[src/rtl/if_id_pipe_if.sv]
// Handshake bundle for if_id_pipe: upstream/downstream valid-ready bus, flush and status.
// io_perf_cnt is carried only when IF_ID_PIPE_PERF_CNT_EN is defined.
interface if_id_pipe_if #(
  parameter int unsigned WIDTH = 32
);
  logic             io_in_valid;
  logic             io_in_ready;
  logic [WIDTH-1:0] io_in_bits;
  logic             io_out_valid;
  logic             io_out_ready;
  logic [WIDTH-1:0] io_out_bits;
  logic             io_flush;
  logic [1:0]       io_count;
`ifdef IF_ID_PIPE_PERF_CNT_EN
  logic [31:0]      io_perf_cnt;

  modport master (
    output io_in_valid, io_in_bits, io_out_ready, io_flush,
    input  io_in_ready, io_out_valid, io_out_bits, io_count, io_perf_cnt
  );
  modport slave (
    input  io_in_valid, io_in_bits, io_out_ready, io_flush,
    output io_in_ready, io_out_valid, io_out_bits, io_count, io_perf_cnt
  );
`else
  modport master (
    output io_in_valid, io_in_bits, io_out_ready, io_flush,
    input  io_in_ready, io_out_valid, io_out_bits, io_count
  );
  modport slave (
    input  io_in_valid, io_in_bits, io_out_ready, io_flush,
    output io_in_ready, io_out_valid, io_out_bits, io_count
  );
`endif
endinterface

[src/rtl/if_id_pipe.sv]
// Two-stage (IF, ID) constant-multiply pipeline with valid/ready flow control and flush.
// Optional 32-bit output-transfer counter enabled by defining IF_ID_PIPE_PERF_CNT_EN.
module if_id_pipe #(
  parameter int unsigned WIDTH  = 32,
  parameter int unsigned IF_MUL = 4,
  parameter int unsigned ID_MUL = 3
) (
  input logic         clock,
  input logic         reset,
  if_id_pipe_if.slave bus
);

  logic             s1_valid;
  logic             s2_valid;
  logic [WIDTH-1:0] s1_bits;
  logic [WIDTH-1:0] s2_bits;
  logic [WIDTH-1:0] in_prod;
  logic [WIDTH-1:0] s1_prod;
  logic             s1_en;
  logic             s2_en;
  logic             in_fire;

  // Ready chain runs back from the output so a full pipe still moves every cycle.
  assign s2_en   = !s2_valid || bus.io_out_ready;
  assign s1_en   = !s1_valid || s2_en;
  assign in_fire = bus.io_in_valid && bus.io_in_ready;

  // Products wrap modulo 2^WIDTH at each stage.
  assign in_prod = bus.io_in_bits * WIDTH'(IF_MUL);
  assign s1_prod = s1_bits * WIDTH'(ID_MUL);

  assign bus.io_in_ready  = s1_en && !bus.io_flush;
  assign bus.io_out_valid = s2_valid && !bus.io_flush;
  assign bus.io_out_bits  = s2_bits;
  assign bus.io_count     = {1'b0, s1_valid} + {1'b0, s2_valid};

  always_ff @(posedge clock) begin
    if (reset) begin
      s1_valid <= 1'b0;
      s2_valid <= 1'b0;
      s1_bits  <= '0;
      s2_bits  <= '0;
    end else if (bus.io_flush) begin
      s1_valid <= 1'b0;
      s2_valid <= 1'b0;
    end else begin
      if (s2_en) begin
        s2_valid <= s1_valid;
        s2_bits  <= s1_prod;
      end
      if (s1_en) begin
        s1_valid <= in_fire;
        s1_bits  <= in_prod;
      end
    end
  end

`ifdef IF_ID_PIPE_PERF_CNT_EN
  logic        out_fire;
  logic [31:0] perf_cnt;

  assign out_fire        = bus.io_out_valid && bus.io_out_ready;
  assign bus.io_perf_cnt = perf_cnt;

  // Survives flush; only reset clears it. Wraps naturally at 2^32.
  always_ff @(posedge clock) begin
    if (reset) begin
      perf_cnt <= 32'd0;
    end else if (out_fire) begin
      perf_cnt <= perf_cnt + 32'd1;
    end
  end
`endif

endmodule

[src/flat_wrapper.sv]
// flat-port wrapper written by rule: the top's interface ports become plain ports
module if_id_pipe_flat 
#(
  parameter int unsigned WIDTH  = 32,
  parameter int unsigned IF_MUL = 4,
  parameter int unsigned ID_MUL = 3
)
  (clock, reset, bus_io_in_valid, bus_io_in_bits, bus_io_out_ready, bus_io_flush, bus_io_in_ready, bus_io_out_valid, bus_io_out_bits, bus_io_count);
  if_id_pipe_if #(.WIDTH(WIDTH)) bus_i ();
  input logic clock;
  input logic reset;
  input wire logic [$bits(bus_i.io_in_valid)-1:0] bus_io_in_valid;
  input wire logic [$bits(bus_i.io_in_bits)-1:0] bus_io_in_bits;
  input wire logic [$bits(bus_i.io_out_ready)-1:0] bus_io_out_ready;
  input wire logic [$bits(bus_i.io_flush)-1:0] bus_io_flush;
  output wire logic [$bits(bus_i.io_in_ready)-1:0] bus_io_in_ready;
  output wire logic [$bits(bus_i.io_out_valid)-1:0] bus_io_out_valid;
  output wire logic [$bits(bus_i.io_out_bits)-1:0] bus_io_out_bits;
  output wire logic [$bits(bus_i.io_count)-1:0] bus_io_count;
  assign bus_i.io_in_valid = bus_io_in_valid;
  assign bus_i.io_in_bits = bus_io_in_bits;
  assign bus_i.io_out_ready = bus_io_out_ready;
  assign bus_i.io_flush = bus_io_flush;
  assign bus_io_in_ready = bus_i.io_in_ready;
  assign bus_io_out_valid = bus_i.io_out_valid;
  assign bus_io_out_bits = bus_i.io_out_bits;
  assign bus_io_count = bus_i.io_count;
  if_id_pipe #(.WIDTH(WIDTH), .IF_MUL(IF_MUL), .ID_MUL(ID_MUL)) u_core (.clock(clock), .reset(reset), .bus(bus_i));
endmodule
[config.mk]
export PLATFORM = sky130hd
export DESIGN_NAME = if_id_pipe_flat
export DESIGN_NICKNAME = d
export VERILOG_FILES = /design/src/rtl/if_id_pipe_if.sv /design/src/rtl/if_id_pipe.sv /design/src/flat_wrapper.sv
export SDC_FILE = /design/constraint.sdc
export NUM_CORES = 1
export LEC_CHECK = 0
export ABC_AREA = 1
export CAP_MARGIN = 15
export CORE_ASPECT_RATIO = 0.6
export CORE_UTILIZATION = 49
export CTS_CLUSTER_DIAMETER = 100
export CTS_CLUSTER_SIZE = 8
export DETAILED_ROUTE_END_ITERATION = 7
export GPL_TIMING_DRIVEN = 0
export PLACE_DENSITY = 0.84
export SETUP_SLACK_MARGIN = 0.02
export SLEW_MARGIN = 40
export SYNTH_ARGS = -nofsm -noshare
export SYNTH_HDL_FRONTEND = slang
export SYNTH_SLANG_ARGS = --single-unit
[constraint.sdc]
create_clock -name clock -period 1.8 [get_ports clock]
set_clock_uncertainty 0.05 [all_clocks]
set_input_delay 0.36 -clock clock [delete_from_list [all_inputs] [get_ports clock]]
set_output_delay 0.36 -clock clock [all_outputs]
set_load 0.005 [all_outputs]
==> impl_summary.txt, run 1 <==
----------------------------------------------------
[Clock network]
  Buffer depth of the longest clock path ... 2
  Num CTS Buffers ... 9
  Number of hold buffers added after cts ... 0
  Depth of the CTS H-tree ... 3
  Buffer cell driving the clock tree root ... sky130_fd_sc_hd__clkbuf_16
  Num Clock Sinks ... 62
  CTS tree ... built
  Clock insertion delay at the later pin of the skew report ... 0.34 ns
  Clock transition time at the flip-flop clock pins of the worst setup and hold paths ... 0.05 ns

[Setup path]
  Worst flop-to-flop path startpoint ... u_core.s1_bits[12]
  Depth of the most critical reg-to-reg path ... 12
  Type of element capturing the critical path ... register
  R2R setup slack ... -0.16 ns
  Arrival time reported for the critical path endpoint ... 2.14 ns
  Worst EP required ... 1.98 ns
  Reg2reg end ... u_core.bus.io_out_bits[19]
  Type of origin of the critical path ... register
  Critical-path maximum fanout ... 5
  Start-to-end type of the worst setup path ... register to register

[Run]
  Number of max-cap violations ... 0

[Floorplan]
  Area of the die ... 9620 um^2
  Rows ... 26
  Initial standard-cell utilization of the core ... 51.8%
  Chip height ... 76.4 um
  Horizontal die dimension ... 126 um
  Core outline area ... 8720 um^2
  Num ports ... 73

[Logic synthesis]
  Count of flip-flops with a built-in enable after synthesis ... 0
  Post-synthesis sequential area ratio ... 27.5%
  Synthesized area divided by synthesized cell count ... 6.02 um^2
  Post-Syn Area ... 4520 um^2
  Synthesized netlist cell count ... 750
  Complex-gate fraction of the synthesized area ... 8.92%
  Number of distinct library cell variants in the gate-level netlist after synthesis ... 28
  Xor/xnor share of the synthesized area ... 1.55%
  Flip-flop cell with the highest count after synthesis ... sky130_fd_sc_hd__dfxtp_1
  Count of yosys warnings during synthesis ... 0
  Share of synthesized area spent on multiplexers ... 0%
  Post-synthesis share of cell area spent on and, or, nand and nor gates ... 41.2%
  Post-synthesis async set-or-reset flop share ... 0%
  Flops & latches, synth ... 62
  Combinational family with the most area after synthesis ... simple AND/OR/NAND/NOR gates
  Adder and majority cell fraction of the synthesized area ... 8.48%

[Detailed routing]
  Antenna-violating nets left ... 0
  Sum of routed wire length over all layers ... 15100 um
  Via-to-Cell Ratio ... 5.34
  Drt initial violations ... 534
  Post-detailed-route DRC marker count ... 0
  Routed via count ... 5179
  Average routed wire per standard cell ... 15.6 um
  First-pass detailed-route iteration total ... 6

[Global route]
  Global-route wire length before repair ... 22100 um
  Number of antenna violations at the first check in global routing ... 0
  Global route total overflow ... 0
  Global-route usage over all layers ... 29.2%
  Number of global-route vias before repair ... 4524
  Largest net degree at the start of global routing ... 11

[Power and ir drop]
  Gate power share ... 28.9%
  Net Switching ... 0.00148 W
  Leakage power of the design ... 3.34 nW
  Portion of total power attributed to sequential cells ... 34.4%
  Clock share of power ... 36.7%
  Internal power consumption ... 0.00320 W
  Power Dens Cells ... 711 nW/um^2
  Sw frac ... 31.7%
  Largest vdd supply drop ... 0.543 mV

[STA]
  Relative slew slack ... 65.7%
  Hold violation count in the final report ... 0
  Worst Slack Setup Final ... -0.156 ns
  Fraction of the cycle the final worst path needs ... 109%
  Slew at the pin with the worst max-slew slack ... 0.514 ns
  Setup repair after global routing missed its margin ... yes
  Crit path time final ... 1.96 ns
  Max frequency ... 511 MHz
  Total of endpoints with negative setup slack in the final report ... 10
  Final slew viol count ... 0

[Placed design]
  Port Buffers ... 68
  Post-placement cell count ... 931
  Total half-perimeter wirelength after legalization and detailed placement ... 9360 um
  Instance area at placement ... 5340 um^2
  Routability congestion estimate from global placement ... 0.955

[Hold path]
  Origin of the worst min-delay path ... u_core.s1_bits[31]
  HP Class ... register to register
  Number of cells on the worst hold path ... 2
  Endpoint of the worst hold path ... u_core.s1_bits[31]

[Cells and area]
  Util after Layout ... 75.5%
  Fill count ... 594
  Final standard cell count with taps included and fillers excluded ... 969
  Final std cell area, no fill ... 6580 um^2
  Count of nets after finishing ... 920
  Most frequent standard cell in the layout excluding fill and tap cells ... sky130_fd_sc_hd__nand2_1
  Antenna diode count ... 0
  Most frequent cells in the layout ... 158 x sky130_fd_sc_hd__nand2_1, 148 x sky130_fd_sc_hd__nor2_1, 117 x sky130_fd_sc_hd__inv_1
  Growth of design area from synthesis to finish ... 45.8%
  Share of post-route cells with drive strength above 1 ... 25.9%

[Status]
  Run status ... complete, but fails checks
  Violated checks ... negative setup slack

----------------------------------------------------
power by group through the flow:
stage	clock, W	sequential, W	combinational, W
2_1_floorplan	0	0.00158	0.000640
3_3_place_gp	0	0.00159	0.00100
3_5_place_dp	0	0.00159	0.00102
4_1_cts	0.00172	0.00160	0.00117
5_1_grt	0.00179	0.00162	0.00145
6_report	0.00172	0.00161	0.00135
layer usage:
layer	GRT usage, %	vias to the layer above	routed length [um]
met5	0	-	0
met4	9.76	0	430
met3	7.23	56	1670
met2	41.5	336	6220
met1	42.5	2283	6790
li1	-	2504	-
area by class of cell:
class,instances,area [um^2],area share (%)
tap,112,140,2.13
inverter,121,457,6.94
sequential,62,1300,19.7
buffer,19,110,1.67
clock inverter,4,47.5,0.722
timing repair buffer,91,875,13.3
multi-input combinational,549,3410,51.9
clock buffer,11,243,3.69
metrics by stage:
step | worst slack (ns) | total power [W] | setup TNS (ns) | hold slack [ns]
after global placement | -0.559 | 0.00259 | -10.95 | 0.440
after floorplan | 0.0246 | 0.00222 | 0 | 0.417
final | -0.156 | 0.00468 | -0.833 | 0.455
after global routing | -0.190 | 0.00486 | -1.56 | 0.473
after CTS | -0.0723 | 0.00449 | -0.347 | 0.457
after detailed placement | -0.566 | 0.00261 | -12.54 | 0.445
worst max-delay path, cell delays in order (launching register included):
cell and delay [ns]:
sky130_fd_sc_hd__dfxtp_4 0.37, sky130_fd_sc_hd__ha_4 0.34, sky130_fd_sc_hd__nand2_1 0.12, sky130_fd_sc_hd__nand2_1 0.15, sky130_fd_sc_hd__nand2_1 0.08, sky130_fd_sc_hd__nand3_1 0.11
sky130_fd_sc_hd__nand2_1 0.09, sky130_fd_sc_hd__nand2_1 0.09, sky130_fd_sc_hd__inv_1 0.07, sky130_fd_sc_hd__nand3_1 0.11, sky130_fd_sc_hd__nand3_2 0.12, sky130_fd_sc_hd__nand2_1 0.10
sky130_fd_sc_hd__inv_1 0.04
Yosys cell counts (2+ instances only):
| cell | n | area share [%] |
|---|---|---|
| sky130_fd_sc_hd__o21ai_0 | 47 | 5.2 |
| sky130_fd_sc_hd__nor2_1 | 159 | 13 |
| sky130_fd_sc_hd__nand2_2 | 14 | 1.9 |
| sky130_fd_sc_hd__buf_4 | 2 | 0.33 |
| sky130_fd_sc_hd__xor2_1 | 7 | 1.4 |
| sky130_fd_sc_hd__nand4_1 | 6 | 0.83 |
| sky130_fd_sc_hd__dfxtp_1 | 62 | 27 |
| sky130_fd_sc_hd__clkbuf_1 | 11 | 0.91 |
| sky130_fd_sc_hd__nor2_4 | 7 | 1.7 |
| sky130_fd_sc_hd__buf_2 | 3 | 0.33 |
| sky130_fd_sc_hd__nand3_1 | 38 | 4.2 |
| sky130_fd_sc_hd__nand3_2 | 10 | 2.2 |
| sky130_fd_sc_hd__a21o_1 | 3 | 0.50 |
| sky130_fd_sc_hd__nand2_1 | 194 | 16 |
| sky130_fd_sc_hd__ha_1 | 29 | 8.0 |
| sky130_fd_sc_hd__nor2_2 | 6 | 0.83 |
| sky130_fd_sc_hd__a21oi_1 | 16 | 1.8 |
| sky130_fd_sc_hd__a21oi_2 | 6 | 1.2 |
| sky130_fd_sc_hd__inv_1 | 121 | 10 |
state kept, by name, indices dropped and copies added (netlist names):
signal                  cells
u_core.s1_valid             1
u_core.s1_bits             30
u_core.bus.io_out_bits     30
u_core.s2_valid             1
repair_timing:
| item | in CTS | in global routing |
|---|---|---|
| setup endpoints to repair | 36 | 45 |
| setup buffers | 20 | 5 |
| hold endpoints to repair | 0 | 0 |
| gates resized for setup | 111 | 94 |
| pin swaps | 18 | 29 |
how the worst max path moves through the flow:
| stage | from | to | slack [ns] | cells after the start |
|---|---|---|---|---|
| 2_1_floorplan | u_core.s1_bits[3] | u_core.bus.io_out_bits[23] | 0.02 | 12 |
| 3_3_place_gp | bus_io_out_ready | bus_io_in_ready | -0.56 | 7 |
| 3_5_place_dp | bus_io_out_ready | bus_io_in_ready | -0.57 | 7 |
| 4_1_cts | u_core.s1_bits[3] | u_core.bus.io_out_bits[23] | -0.07 | 12 |
| 5_1_grt | u_core.s1_bits[11] | u_core.bus.io_out_bits[27] | -0.19 | 13 |
| 6_report | u_core.s1_bits[12] | u_core.bus.io_out_bits[19] | -0.16 | 12 |
cells by family (layout without fill, tap and decap cells):
logic type / count (synthesis) / in the layout
DFF: 62 / 62
buffers and inverters: 140 / 246
and+or+nand+nor: 435 / 435
other: 1 / 2
xor gates and xnor gates: 8 / 8
AOI/OAI and AO/OA: 74 / 74
adders and majority gates: 30 / 30
(Power assumes the default switching activity.)
==> run 2: changes to the inputs <==
- ABC_AREA: 1 -> default
- CORE_UTILIZATION: 49 -> 47
- GPL_TIMING_DRIVEN: 0 -> default
==> impl_summary.txt, run 2 <==
----------------------------------------------------
[Detailed routing]
  Antenna-violating nets left ... 0 (unchanged)
  Via-to-Cell Ratio ... 6.28 (+17%)
  Sum of routed wire length over all layers ... 16300 um (+8.1%)
  Average routed wire per standard cell ... 21.9 um (+41%)
  Drt initial violations ... 674 (+26%)
  Post-detailed-route DRC marker count ... 0 (unchanged)
  Routed via count ... 4672 (-9.8%)
  First-pass detailed-route iteration total ... 7 (+1)

[Logic synthesis]
  Synthesized area divided by synthesized cell count ... 7.63 um^2 (+27%)
  Post-synthesis share of cell area spent on and, or, nand and nor gates ... 21.6% (-20 points)
  Combinational family with the most area after synthesis ... compound AO/OA/AOI/OAI gates
  Share of synthesized area spent on multiplexers ... 0% (unchanged)
  Synthesized netlist cell count ... 473 (-37%)
  Dominant cell type by area after synthesis ... sky130_fd_sc_hd__dfxtp_1
  Area share of the largest cell type after synthesis ... 34.4% (+6.9 points)
  Flops & latches, synth ... 62 (unchanged)
  Flip-flop cell with the highest count after synthesis ... sky130_fd_sc_hd__dfxtp_1
  Dominant cells by area after synthesis ... sky130_fd_sc_hd__dfxtp_1 34%, sky130_fd_sc_hd__nand2_1 13%, sky130_fd_sc_hd__a21oi_1 12%, sky130_fd_sc_hd__ha_1 10%, sky130_fd_sc_hd__a21o_1 3.3%
  Xor/xnor share of the synthesized area ... 5.58% (+4.0 points)
  Post-Syn Area ... 3610 um^2 (-20%)
  Post-synthesis async set-or-reset flop share ... 0% (unchanged)
  Number of distinct library cell variants in the gate-level netlist after synthesis ... 51 (+82%)
  Count of flip-flops with a built-in enable after synthesis ... 0 (unchanged)
  Cell types with the highest counts after synthesis ... 122 x sky130_fd_sc_hd__nand2_1, 86 x sky130_fd_sc_hd__a21oi_1, 62 x sky130_fd_sc_hd__dfxtp_1
  Count of yosys warnings during synthesis ... 0 (unchanged)
  Most frequently used cell type in the post-synthesis netlist ... sky130_fd_sc_hd__nand2_1
  Adder and majority cell fraction of the synthesized area ... 10.6% (+2.1 points)
  Complex-gate fraction of the synthesized area ... 24.4% (+15 points)
  Post-synthesis sequential area ratio ... 34.4% (+6.9 points)

[STA]
  Fraction of the cycle the final worst path needs ... 151% (+43 points)
  Setup repair after global routing missed its margin ... yes
  Max frequency ... 367 MHz (-28%)
  Relative slew slack ... 62.9% (-2.8 points)
  Slew at the pin with the worst max-slew slack ... 0.556 ns (+0.0423 ns)
  Total Negative Setup Slacks ... -15.77 ns (-14.94 ns)
  Final Hold Slack ... 0.365 ns (-0.0901 ns)
  Hold violation count in the final report ... 0 (unchanged)
  Total of endpoints with negative setup slack in the final report ... 26 (+16)
  Worst Slack Setup Final ... -0.924 ns (-0.768 ns)
  Final slew viol count ... 0 (unchanged)
  Crit path time final ... 2.72 ns (+0.768 ns)

[Setup path]
  Reg2reg end ... u_core.bus.io_out_bits[28]
  Critical-path maximum fanout ... 4 (-1)
  Worst Setup SP ... u_core.s1_bits[2]
  Depth of the most critical reg-to-reg path ... 13 (+1)
  R2R setup slack ... -0.92 ns (-0.77 ns)
  Worst EP required ... 2.01 ns (+0.03 ns)
  Type of origin of the critical path ... register
  Arrival time reported for the critical path endpoint ... 2.94 ns (+0.80 ns)
  Start-to-end type of the worst setup path ... register to register
  Type of element capturing the critical path ... register
  Worst flop-to-flop path startpoint ... u_core.s1_bits[2]

[Placed design]
  Routability congestion estimate from global placement ... 0.906 (-5.1%)
  Port Buffers ... 68 (unchanged)
  Total half-perimeter wirelength after legalization and detailed placement ... 8130 um (-13%)
  Post-placement cell count ... 708 (-24%)

[Status]
  Run status ... complete, but fails checks
  Violated checks ... negative setup slack

[Cells and area]
  Most frequent standard cell in the layout excluding fill and tap cells ... sky130_fd_sc_hd__nand2_1
  Share of post-route cells with drive strength above 1 ... 36.3% (+10 points)
  Final standard cell count with taps included and fillers excluded ... 744 (-23%)
  Most frequent cells in the layout ... 119 x sky130_fd_sc_hd__nand2_1, 88 x sky130_fd_sc_hd__buf_4, 62 x sky130_fd_sc_hd__clkdlybuf4s50_1
  Count of nets after finishing ... 702 (-24%)
  Growth of design area from synthesis to finish ... 70.4%
  Fill count ... 369 (-38%)
  Antenna diode count ... 0 (unchanged)
  Multi-input gate area ... 2840 um^2 (-17%)
  Register area ... 1270 um^2 (-1.8%)

[Floorplan]
  Core outline area ... 7360 um^2 (-16%)
  Horizontal die dimension ... 115 um (-8.6%)
  Rows ... 24 (-7.7%)
  Num ports ... 73 (unchanged)
  Initial standard-cell utilization of the core ... 49.1% (-2.7 points)
  Chip height ... 69.9 um (-8.5%)
  Area of the die ... 8050 um^2 (-16%)

[Clock network]
  Num CTS Buffers ... 9 (unchanged)
  CTS tree ... built
  Num Clock Sinks ... 62 (unchanged)
  Clock transition time at the flip-flop clock pins of the worst setup and hold paths ... 0.06 ns (about the same)
  Number of hold buffers added after cts ... 0 (unchanged)
  Depth of the CTS H-tree ... 3 (unchanged)
  Buffer cell driving the clock tree root ... sky130_fd_sc_hd__clkbuf_16
  Buffer depth of the longest clock path ... 2 (unchanged)
  Clock insertion delay at the later pin of the skew report ... 0.35 ns (about the same)

[Power and ir drop]
  Clock share of power ... 42.1% (+5.4 points)
  Portion of total power attributed to sequential cells ... 34.4% (about the same)
  Power, Total ... 0.00450 W (-3.9%)
  Internal power consumption ... 0.00320 W (about the same)
  Gate power share ... 23.5% (-5.4 points)
  Leakage power of the design ... 2.65 nW (-21%)
  Net Switching ... 0.00130 W (-12%)
  Power Dens Cells ... 731 nW/um^2 (+2.8%)
  Largest vdd supply drop ... 0.702 mV (+29%)
  Sw frac ... 28.9% (-2.8 points)

[Global route]
  Global-route wire length before repair ... 22100 um (+0.38%)
  Largest net degree at the start of global routing ... 47 (+36)
  Number of global-route vias before repair ... 4426 (-2.2%)
  Number of antenna violations at the first check in global routing ... 0 (unchanged)
  Global-route usage over all layers ... 36.1% (+6.9 points)
  Global route total overflow ... 0 (unchanged)

[Hold path]
  HP Class ... input port to register
  Endpoint of the worst hold path ... u_core.bus.io_out_bits[31]
  Origin of the worst min-delay path ... reset
  Number of cells on the worst hold path ... 3 (+1)

[Run]
  Number of max-cap violations ... 0 (unchanged)

----------------------------------------------------
==> run 2: power by group through the flow <==
stage,clock network (W),registers [W],logic [W]
global route,0.00193,0.00155,0.00111
floorplan,0,0.00155,0.000428
detailed placement,0,0.00156,0.000843
finish,0.00189,0.00155,0.00106
CTS,0.00187,0.00153,0.000900
global placement,0,0.00156,0.000810
==> run 2: routing by layer <==
layer | vias to the layer above | share of wire (%) | global-route usage [%]
li1 | 1960 | - | -
met1 | 2145 | 38 | 43.3
met2 | 433 | 44 | 60.0
met3 | 134 | 10 | 8.59
met4 | 0 | 7.6 | 19.0
met5 | - | 0 | 0
==> run 2: per-stage QoR <==
| step | worst slack, ns | instance area, um^2 | util, % |
|---|---|---|---|
| floorplan | -0.400 | 3830 | - |
| global placement | -0.467 | 5200 | 70.7 |
| detailed placement | -0.541 | 5200 | 70.7 |
| CTS | -0.550 | 5790 | 78.7 |
| global route | -0.991 | 6150 | 83.7 |
| finish | -0.924 | 6150 | 83.7 |
==> run 2: area by class of cell <==
| cell class | instances | area share, % |
|---|---|---|
| multi-input combinational | 382 | 46.1 |
| clock buffer | 10 | 3.72 |
| tap | 104 | 2.11 |
| clock inverter | 6 | 1.40 |
| inverter | 4 | 0.244 |
| sequential | 62 | 20.7 |
| timing repair buffer | 176 | 25.8 |
==> run 2: how the worst max path moves through the flow <==
stage | cells past startpoint | slack (ns) | to
2_1_floorplan | 11 | -0.40 | u_core.bus.io_out_bits[29]
3_3_place_gp | 11 | -0.47 | u_core.bus.io_out_bits[31]
3_5_place_dp | 11 | -0.54 | u_core.bus.io_out_bits[31]
4_1_cts | 11 | -0.55 | u_core.bus.io_out_bits[31]
5_1_grt | 13 | -0.99 | u_core.bus.io_out_bits[28]
6_report | 13 | -0.92 | u_core.bus.io_out_bits[28]
==> run 2: cell families after synthesis <==
group | after synthesis
buf+inv | 30
flops | 62
other cells | 1
xor+xnor | 23
compound gates | 145
simple gates | 182
fa+ha+maj | 30
==> run 2: worst max-delay path: stages (launching register included) <==
cell,delay (ns)
sky130_fd_sc_hd__dfxtp_2,0.36
sky130_fd_sc_hd__ha_4,0.15
sky130_fd_sc_hd__buf_4,0.11
sky130_fd_sc_hd__buf_6,0.09
sky130_fd_sc_hd__buf_6,0.08
sky130_fd_sc_hd__a21o_1,0.16
sky130_fd_sc_hd__nand4_1,0.19
sky130_fd_sc_hd__a21o_1,0.25
sky130_fd_sc_hd__a21oi_2,0.24
sky130_fd_sc_hd__o21ai_4,0.13
sky130_fd_sc_hd__o31ai_2,0.28
sky130_fd_sc_hd__xor2_1,0.21
sky130_fd_sc_hd__nand2_1,0.13
sky130_fd_sc_hd__a21oi_2,0.19
==> run 2: repair_timing <==
item | CTS | global route
gates resized for setup | 48 | 62
setup endpoints to repair | 27 | 33
setup buffers | 11 | 16
pin swaps | 29 | 62
